<file path="src/rtl/mem_stage_if.sv">
// Signals between EXE, the MEM stage, WB, decode and the data SRAM response channel.
// The slave modport is the MEM stage's view; master is the surrounding pipeline's view.
interface mem_stage_if #(
    parameter int unsigned EXE_TO_MEM_BUS_WD = 78,
    parameter int unsigned CSR_BUS_WD        = 96,
    parameter int unsigned MEM_TO_WB_BUS_WD  = 70
);
    logic                         exe_to_mem_valid;
    logic [EXE_TO_MEM_BUS_WD-1:0] exe_to_mem_bus;
    logic [CSR_BUS_WD-1:0]        exe_to_mem_csr_bus;
    logic                         exe_to_mem_req;
    logic                         mem_allowin;
    logic                         wb_allowin;
    logic                         wb_flush;
    logic                         data_sram_data_ok;
    logic [31:0]                  data_sram_rdata;
    logic                         mem_to_wb_valid;
    logic [MEM_TO_WB_BUS_WD-1:0]  mem_to_wb_bus;
    logic [CSR_BUS_WD-1:0]        mem_to_wb_csr_bus;
    logic                         mem_ex_out;
    logic                         gr_we_mem;
    logic [4:0]                   dest_mem;
    logic [31:0]                  forward_data_mem;
    logic                         mem_load_pending;

    modport slave (
        input  exe_to_mem_valid,
        input  exe_to_mem_bus,
        input  exe_to_mem_csr_bus,
        input  exe_to_mem_req,
        input  wb_allowin,
        input  wb_flush,
        input  data_sram_data_ok,
        input  data_sram_rdata,
        output mem_allowin,
        output mem_to_wb_valid,
        output mem_to_wb_bus,
        output mem_to_wb_csr_bus,
        output mem_ex_out,
        output gr_we_mem,
        output dest_mem,
        output forward_data_mem,
        output mem_load_pending
    );

    modport master (
        output exe_to_mem_valid,
        output exe_to_mem_bus,
        output exe_to_mem_csr_bus,
        output exe_to_mem_req,
        output wb_allowin,
        output wb_flush,
        output data_sram_data_ok,
        output data_sram_rdata,
        input  mem_allowin,
        input  mem_to_wb_valid,
        input  mem_to_wb_bus,
        input  mem_to_wb_csr_bus,
        input  mem_ex_out,
        input  gr_we_mem,
        input  dest_mem,
        input  forward_data_mem,
        input  mem_load_pending
    );
endinterface

</file>
<file path="src/rtl/mem_stage.sv">
// MEM pipeline stage: holds one instruction from EXE, waits for its data-SRAM response,
// extracts load data for WB and decode, and drops responses orphaned by a WB flush.
module mem_stage #(
    parameter int unsigned EXE_TO_MEM_BUS_WD = 78,
    parameter int unsigned CSR_BUS_WD        = 96,
    parameter int unsigned MEM_TO_WB_BUS_WD  = 70
) (
    input  logic       clk,
    input  logic       resetn,
    mem_stage_if.slave mem_if
);

    typedef enum logic [1:0] {StEmpty, StWait, StReady} state_e;

    state_e                       state_q, state_d;
    logic [EXE_TO_MEM_BUS_WD-1:0] bus_q;
    logic [CSR_BUS_WD-1:0]        csr_q;
    logic [31:0]                  data_buf_q, data_buf_d;
    logic [1:0]                   discard_q, discard_d;

    logic        valid;
    logic        data_hit;
    logic        data_drop;
    logic        mem_ready_go;
    logic        mem_allowin;
    logic        accept;
    logic        orphan;

    logic        ld_b, ld_bu, ld_h, ld_hu, ld_w;
    logic        signed_option, lu12i_w;
    logic        load_op, gr_we;
    logic [4:0]  dest;
    logic [31:0] alu_result, pc;

    logic [31:0] rdata_src;
    logic [7:0]  load_byte;
    logic [15:0] load_half;
    logic [31:0] extracted;
    logic [31:0] final_result;
    logic [MEM_TO_WB_BUS_WD-1:0] wb_bus;
    logic        unused_bits;

    assign ld_b          = bus_q[77];
    assign ld_bu         = bus_q[76];
    assign ld_h          = bus_q[75];
    assign ld_hu         = bus_q[74];
    assign ld_w          = bus_q[73];
    assign signed_option = bus_q[72];
    assign lu12i_w       = bus_q[71];
    assign load_op       = bus_q[70];
    assign gr_we         = bus_q[69];
    assign dest          = bus_q[68:64];
    assign alu_result    = bus_q[63:32];
    assign pc            = bus_q[31:0];

    // Sign is implied by the load kind; the remaining decode bits are informational here.
    assign unused_bits = ^{signed_option, lu12i_w, ld_w};

    assign valid = (state_q != StEmpty);

    // A response belongs to the held instruction only when no orphans are still in flight.
    assign data_hit  = mem_if.data_sram_data_ok & (discard_q == 2'd0);
    assign data_drop = mem_if.data_sram_data_ok & (discard_q != 2'd0);

    assign mem_ready_go = (state_q == StReady) | ((state_q == StWait) & data_hit);
    assign mem_allowin  = ~valid | (mem_ready_go & mem_if.wb_allowin);
    assign accept       = mem_if.exe_to_mem_valid & mem_allowin & ~mem_if.wb_flush;
    assign orphan       = mem_if.wb_flush & (state_q == StWait) & ~data_hit;

    always_comb begin
        rdata_src = (state_q == StReady) ? data_buf_q : mem_if.data_sram_rdata;
        load_byte = rdata_src[{alu_result[1:0], 3'b000} +: 8];
        load_half = alu_result[1] ? rdata_src[31:16] : rdata_src[15:0];
        if (ld_b) begin
            extracted = {{24{load_byte[7]}}, load_byte};
        end else if (ld_bu) begin
            extracted = {24'd0, load_byte};
        end else if (ld_h) begin
            extracted = {{16{load_half[15]}}, load_half};
        end else if (ld_hu) begin
            extracted = {16'd0, load_half};
        end else begin
            extracted = rdata_src;
        end
        final_result = load_op ? extracted : alu_result;
    end

    always_comb begin
        state_d    = state_q;
        data_buf_d = data_buf_q;
        if (mem_if.wb_flush) begin
            state_d = StEmpty;
        end else if (accept) begin
            state_d = mem_if.exe_to_mem_req ? StWait : StReady;
        end else if ((state_q == StWait) & data_hit & ~mem_if.wb_allowin) begin
            // WB is stalled: park the response so the SRAM channel is free.
            state_d    = StReady;
            data_buf_d = mem_if.data_sram_rdata;
        end else if (mem_ready_go & mem_if.wb_allowin) begin
            state_d = StEmpty;
        end
    end

    always_comb begin
        discard_d = discard_q;
        case ({orphan, data_drop})
            2'b10: begin
                if (discard_q != 2'd3) begin
                    discard_d = discard_q + 2'd1;
                end
            end
            2'b01:   discard_d = discard_q - 2'd1;
            default: discard_d = discard_q;
        endcase
    end

    always_ff @(posedge clk or negedge resetn) begin
        if (!resetn) begin
            state_q    <= StEmpty;
            bus_q      <= '0;
            csr_q      <= '0;
            data_buf_q <= '0;
            discard_q  <= '0;
        end else begin
            state_q    <= state_d;
            data_buf_q <= data_buf_d;
            discard_q  <= discard_d;
            if (accept) begin
                bus_q <= mem_if.exe_to_mem_bus;
                csr_q <= mem_if.exe_to_mem_csr_bus;
            end
        end
    end

    assign wb_bus = {gr_we, dest, final_result, pc};

    assign mem_if.mem_allowin       = mem_allowin;
    assign mem_if.mem_to_wb_valid   = valid & mem_ready_go;
    assign mem_if.mem_to_wb_bus     = wb_bus;
    assign mem_if.mem_to_wb_csr_bus = csr_q;
    assign mem_if.mem_ex_out        = valid & (|csr_q[2:0]);
    assign mem_if.gr_we_mem         = valid & gr_we;
    assign mem_if.dest_mem          = valid ? dest : 5'd0;
    assign mem_if.forward_data_mem  = valid ? final_result : 32'd0;
    assign mem_if.mem_load_pending  = valid & load_op & ~mem_ready_go;

endmodule

</file>
<file path="src/flat_wrapper.sv">
// flat-port wrapper written by rule: the top's interface ports become plain ports
module mem_stage_flat 
#(
    parameter int unsigned EXE_TO_MEM_BUS_WD = 78,
    parameter int unsigned CSR_BUS_WD        = 96,
    parameter int unsigned MEM_TO_WB_BUS_WD  = 70
)
  (clk, resetn, mem_if_exe_to_mem_valid, mem_if_exe_to_mem_bus, mem_if_exe_to_mem_csr_bus, mem_if_exe_to_mem_req, mem_if_wb_allowin, mem_if_wb_flush, mem_if_data_sram_data_ok, mem_if_data_sram_rdata, mem_if_mem_allowin, mem_if_mem_to_wb_valid, mem_if_mem_to_wb_bus, mem_if_mem_to_wb_csr_bus, mem_if_mem_ex_out, mem_if_gr_we_mem, mem_if_dest_mem, mem_if_forward_data_mem, mem_if_mem_load_pending);
  mem_stage_if #(.EXE_TO_MEM_BUS_WD(EXE_TO_MEM_BUS_WD), .CSR_BUS_WD(CSR_BUS_WD), .MEM_TO_WB_BUS_WD(MEM_TO_WB_BUS_WD)) mem_if_i ();
  input  logic clk;
  input  logic resetn;
  input wire logic [$bits(mem_if_i.exe_to_mem_valid)-1:0] mem_if_exe_to_mem_valid;
  input wire logic [$bits(mem_if_i.exe_to_mem_bus)-1:0] mem_if_exe_to_mem_bus;
  input wire logic [$bits(mem_if_i.exe_to_mem_csr_bus)-1:0] mem_if_exe_to_mem_csr_bus;
  input wire logic [$bits(mem_if_i.exe_to_mem_req)-1:0] mem_if_exe_to_mem_req;
  input wire logic [$bits(mem_if_i.wb_allowin)-1:0] mem_if_wb_allowin;
  input wire logic [$bits(mem_if_i.wb_flush)-1:0] mem_if_wb_flush;
  input wire logic [$bits(mem_if_i.data_sram_data_ok)-1:0] mem_if_data_sram_data_ok;
  input wire logic [$bits(mem_if_i.data_sram_rdata)-1:0] mem_if_data_sram_rdata;
  output wire logic [$bits(mem_if_i.mem_allowin)-1:0] mem_if_mem_allowin;
  output wire logic [$bits(mem_if_i.mem_to_wb_valid)-1:0] mem_if_mem_to_wb_valid;
  output wire logic [$bits(mem_if_i.mem_to_wb_bus)-1:0] mem_if_mem_to_wb_bus;
  output wire logic [$bits(mem_if_i.mem_to_wb_csr_bus)-1:0] mem_if_mem_to_wb_csr_bus;
  output wire logic [$bits(mem_if_i.mem_ex_out)-1:0] mem_if_mem_ex_out;
  output wire logic [$bits(mem_if_i.gr_we_mem)-1:0] mem_if_gr_we_mem;
  output wire logic [$bits(mem_if_i.dest_mem)-1:0] mem_if_dest_mem;
  output wire logic [$bits(mem_if_i.forward_data_mem)-1:0] mem_if_forward_data_mem;
  output wire logic [$bits(mem_if_i.mem_load_pending)-1:0] mem_if_mem_load_pending;
  assign mem_if_i.exe_to_mem_valid = mem_if_exe_to_mem_valid;
  assign mem_if_i.exe_to_mem_bus = mem_if_exe_to_mem_bus;
  assign mem_if_i.exe_to_mem_csr_bus = mem_if_exe_to_mem_csr_bus;
  assign mem_if_i.exe_to_mem_req = mem_if_exe_to_mem_req;
  assign mem_if_i.wb_allowin = mem_if_wb_allowin;
  assign mem_if_i.wb_flush = mem_if_wb_flush;
  assign mem_if_i.data_sram_data_ok = mem_if_data_sram_data_ok;
  assign mem_if_i.data_sram_rdata = mem_if_data_sram_rdata;
  assign mem_if_mem_allowin = mem_if_i.mem_allowin;
  assign mem_if_mem_to_wb_valid = mem_if_i.mem_to_wb_valid;
  assign mem_if_mem_to_wb_bus = mem_if_i.mem_to_wb_bus;
  assign mem_if_mem_to_wb_csr_bus = mem_if_i.mem_to_wb_csr_bus;
  assign mem_if_mem_ex_out = mem_if_i.mem_ex_out;
  assign mem_if_gr_we_mem = mem_if_i.gr_we_mem;
  assign mem_if_dest_mem = mem_if_i.dest_mem;
  assign mem_if_forward_data_mem = mem_if_i.forward_data_mem;
  assign mem_if_mem_load_pending = mem_if_i.mem_load_pending;
  mem_stage #(.EXE_TO_MEM_BUS_WD(EXE_TO_MEM_BUS_WD), .CSR_BUS_WD(CSR_BUS_WD), .MEM_TO_WB_BUS_WD(MEM_TO_WB_BUS_WD)) u_core (.clk(clk), .resetn(resetn), .mem_if(mem_if_i));
endmodule
</file>
<file path="config.mk">
export PLATFORM = sky130hd
export DESIGN_NAME = mem_stage_flat
export DESIGN_NICKNAME = d
export VERILOG_FILES = /design/src/rtl/mem_stage_if.sv /design/src/rtl/mem_stage.sv /design/src/flat_wrapper.sv
export SDC_FILE = /design/constraint.sdc
export NUM_CORES = 1
export LEC_CHECK = 0
export ABC_CLOCK_PERIOD_IN_PS = 3000
export BUFFER_PORTS_ARGS = -buffer_cell sky130_fd_sc_hd__buf_2
export CORE_UTILIZATION = 30
export CTS_CLUSTER_SIZE = 8
export DETAILED_ROUTE_END_ITERATION = 7
export PLACE_DENSITY_LB_ADDON = 0.08
export SLEW_MARGIN = 20
export SYNTH_ARGS = -nofsm -noshare
export SYNTH_HDL_FRONTEND = slang
export SYNTH_SLANG_ARGS = --single-unit
</file>
<file path="constraint.sdc">
create_clock -name clk -period 3 [get_ports clk]
set_input_delay 0.6 -clock clk [delete_from_list [all_inputs] [get_ports clk]]
set_output_delay 0.6 -clock clk [all_outputs]
set_load 0.05 [all_outputs]
</file>
==> results.txt <==
In this run the remaining antenna-violating nets after routing total 0. Power spread over the standard cell area amounts to 842.5 nW/um2. Via count of the first global-routing pass: 8021. The first global-routing pass estimated 49090 um of wire. In this design, the largest share of critical-path delay is due to multiplexers.

The run gives 32480 um as the total wire length after detailed routing. Counting flops and latches in the post-synthesis netlist gives 207. Among all stages on the critical path, the largest delay is contributed by mux4_2. The die is 181.9 um wide.

The worst setup path is launched from a flop. The clock passes through at most 3 buffers. The tools report the max-slew headroom at the worst pin as 0.4633. Setup violations remaining at the end of the flow were counted as 64.

The final reports fail on setup timing. For the clock skew after layout, the log shows 0.01851 ns. Maximum level of the CTS H-tree: 1.

The total CTS buffers came out at 29. For the highest achievable clock rate, the log shows 279.0 MHz. The largest area contributor in the synthesized netlist was dfrtp_1.

The type of the tightest min-delay check was input port to asynchronous set/reset pin. The later pin in the worst-skew pair is clocked with a latency of 0.56 ns. For the effective utilization at floorplan, the log shows 0.3060. The period utilization was 1.195. The run gives 4 as the first-pass iteration count of the detailed router.

TritonCTS built the clock tree. In the synthesized netlist the dominant register cell turns out to be dfrtp_1. The via total after detailed routing came out at 7788.

The total nets after synthesis was 976; the worst stage delay on the critical path was 0.52 ns. The worst path buffer plus inverter count was 3. By area the synthesized netlist is led by dfrtp_1, mux2_2, buf_4.

For this design, the CTS-stage hold fixing added 0 buffers. The run finished, with violations left. Setup repair after global routing could not meet its margin everywhere.

The run gives 0.5334 mV as the peak ir drop on the vdd network. After detailed routing, the average wire length per cell comes to 20.25 um. Measured along the y axis, the die boundary spans 181.9 um.

CTS saw 207 sinks. The global-route usage over all layers came out at 0.1950. The area added between synthesis and finish works out to 45.76%. Averaged over all synthesized cells, the footprint is 12.72 um2.

The share of flip-flops with an asynchronous set or reset after synthesis was 1.000. Of all nets on the critical path, the largest fanout is 6. The share of the synthesized area in the top cell type came out at 0.5336.

At the end of routability-driven placement, the weighted congestion stood at 0.7850. The cell sitting at the root of the clock tree is a clkbuf_16. The minimum period implied by the final worst setup slack was 3.584 ns; the mean number of vias per cell was 4.855.

Yosys printed 0 warnings. The signal on the critical path passes through and2b_4, mux2_4, mux4_2, a211oi_4, buf_6, clkbuf_16, a211oi_1, buf_4. For the pin with the worst max-slew slack, the measured transition is 0.7967 ns. The post-place instance area was 12440 um2; the number of standard cells in the final layout excluding fillers was 1604.

The initialized floorplan defines 65 standard-cell rows. The initial antenna violation count was 11; the number of enable-type register cells in the synthesized netlist was 0. The tools report the post-DP HPWL as 24470 um. The count of input and output buffers is 417, and the cell count after placement is 1550. Count of final hold-check violations: 0.

The tools report the cell area after synthesis as 9707 um2. The tools report the sequential share of the synthesized area as 0.5336. After clock tree synthesis, the clock-pin slew on the worst setup and hold paths is 0.06 ns. The tool flagged a number of max-cap violations equal to 0.

The path type of the worst setup path is flop to primary output. In this run the count of I/O pins placed on the die edge is 421. For this block, the initial DRC count from the detailed router was 343. The fraction of final layout cells sized beyond drive strength 1 was 0.6661; the data arrival time at the worst-slack endpoint was 2.98 ns. The region available for standard cell placement spans 31720 um2. The total leakage power is 6.557 nW, and the final total negative setup slack is -27.96 ns. The commonest cells after synthesis are dfrtp_1, mux2_2, a21oi_1. The tools report the count of final max-slew check failures as 0. The final cell area excluding filler cells came out at 14150 um2. For the worst setup path, the data required time is 2.40 ns. The logs give -0.5840 ns for the final critical-path setup slack and 0 for the detailed-route DRC error count. The tools report the gate count after technology mapping as 763. Fill cells in the final layout number 3053. The most common cell in the synthesized netlist is dfrtp_1.

After global routing the overflow that remains totals 0. Share of the core filled with cells: 0.4461. The tools report the die area as 33080 um2. After the last flow step, the layout net total stands at 1408.

The worst setup path is captured at a primary output. For the maximum number of pins on one net before global-route repair, the log shows 73. After synthesis, the netlist uses 44 different library cells.
-- stage by stage --
step / hold slack (ns) / setup WS, ns / total power [W]
floorplan: 0.3044 / -0.3132 / 0.007283
global placement: 0.4628 / -0.09766 / 0.008471
detailed placement: 0.4718 / -0.1148 / 0.008508
CTS: 0.02857 / -0.6010 / 0.01180
global route: 0.05984 / -0.6982 / 0.01249
finish: 0.03385 / -0.5840 / 0.01192
-- path summary, 6_finish.rpt --
path / start / to / slack [ns] / depth (start not counted)
max in group asynchronous: resetn / u_core.mem_if.mem_to_wb_csr_bus[27]$_DFFE_PN0P_ / 2.22 / 2
min in group clk: mem_if_exe_to_mem_csr_bus[78] / u_core.mem_if.mem_to_wb_csr_bus[78]$_DFFE_PN0P_ / 0.26 / 2
worst min-delay path: resetn / u_core.mem_if.mem_to_wb_csr_bus[78]$_DFFE_PN0P_ / 0.03 / 1
worst min register to register: u_core.mem_if.mem_to_wb_csr_bus[77]$_DFFE_PN0P_ / u_core.mem_if.mem_to_wb_csr_bus[77]$_DFFE_PN0P_ / 0.48 / 1
worst max register to register: u_core.discard_q[1]$_DFFE_PN0P_ / u_core.mem_if.mem_to_wb_csr_bus[88]$_DFFE_PN0P_ / 0.66 / 6
worst max-delay path: u_core.state_q[0]$_DFFE_PN0P_ / mem_if_forward_data_mem[23] / -0.58 / 8
-- cell families after synthesis --
kind of cell | share of synthesized area
buffers and inverters | 0.05813
flip-flops | 0.5336
AO/OA/AOI/OAI | 0.08340
multiplexers | 0.2600
AND/OR/NAND/NOR | 0.06484
-- report_power, final --
part | total, W | internal, W | switching, W
combinational | 0.00532 | 0.00179 | 0.00353
clock | 0.00289 | 0.00169 | 0.00120
sequential | 0.00371 | 0.00340 | 0.000315
-- registers in the layout, indices dropped and copies added (netlist names) --
| register | cells |
|---|---|
| u_core.mem_if.mem_to_wb_csr_bus | 96 |
| u_core.bus_q | 75 |
| u_core.state_q | 2 |
| u_core.data_buf_q | 32 |
| u_core.discard_q | 2 |
-- layer usage --
layer,routed length [um],track usage,vias up
li1,-,-,3594
met1,13320,0.2435,3864
met2,15770,0.3232,277
met3,2598,0.06097,45
met4,743,0.05647,8
met5,52,0,-
-- timing repair --
action / CTS / global route
setup buffers: 4 / 13
gates cloned: 1 / 1
resized for setup: 126 / 101
setup endpoints to repair: 64 / 64
pin swaps: 4 / 23
-- placed cells by master, fill, tap and decap left out, types with 15 or more instances in the layout --
cell type  instances
buf_2            353
dfrtp_1          207
mux2_2           197
buf_4             71
buf_6             46
clkbuf_16         30
nor2_1            28
nand2_1           25
a21oi_1           20
a211oi_1          15
-- area by class of cell --
class / count / area [um2] / area share
clock buffer: 30 / 729.5 / 0.05156
inverter: 4 / 15.01 / 0.001061
clock inverter: 1 / 20.02 / 0.001415
timing repair buffer: 490 / 3211 / 0.2269
tap: 402 / 503.0 / 0.03555
multi-input combinational: 463 / 4473 / 0.3161
sequential: 207 / 5180 / 0.3661
antenna: 7 / 17.52 / 0.001238
Note: power is estimated with default switching activity, not from simulation.
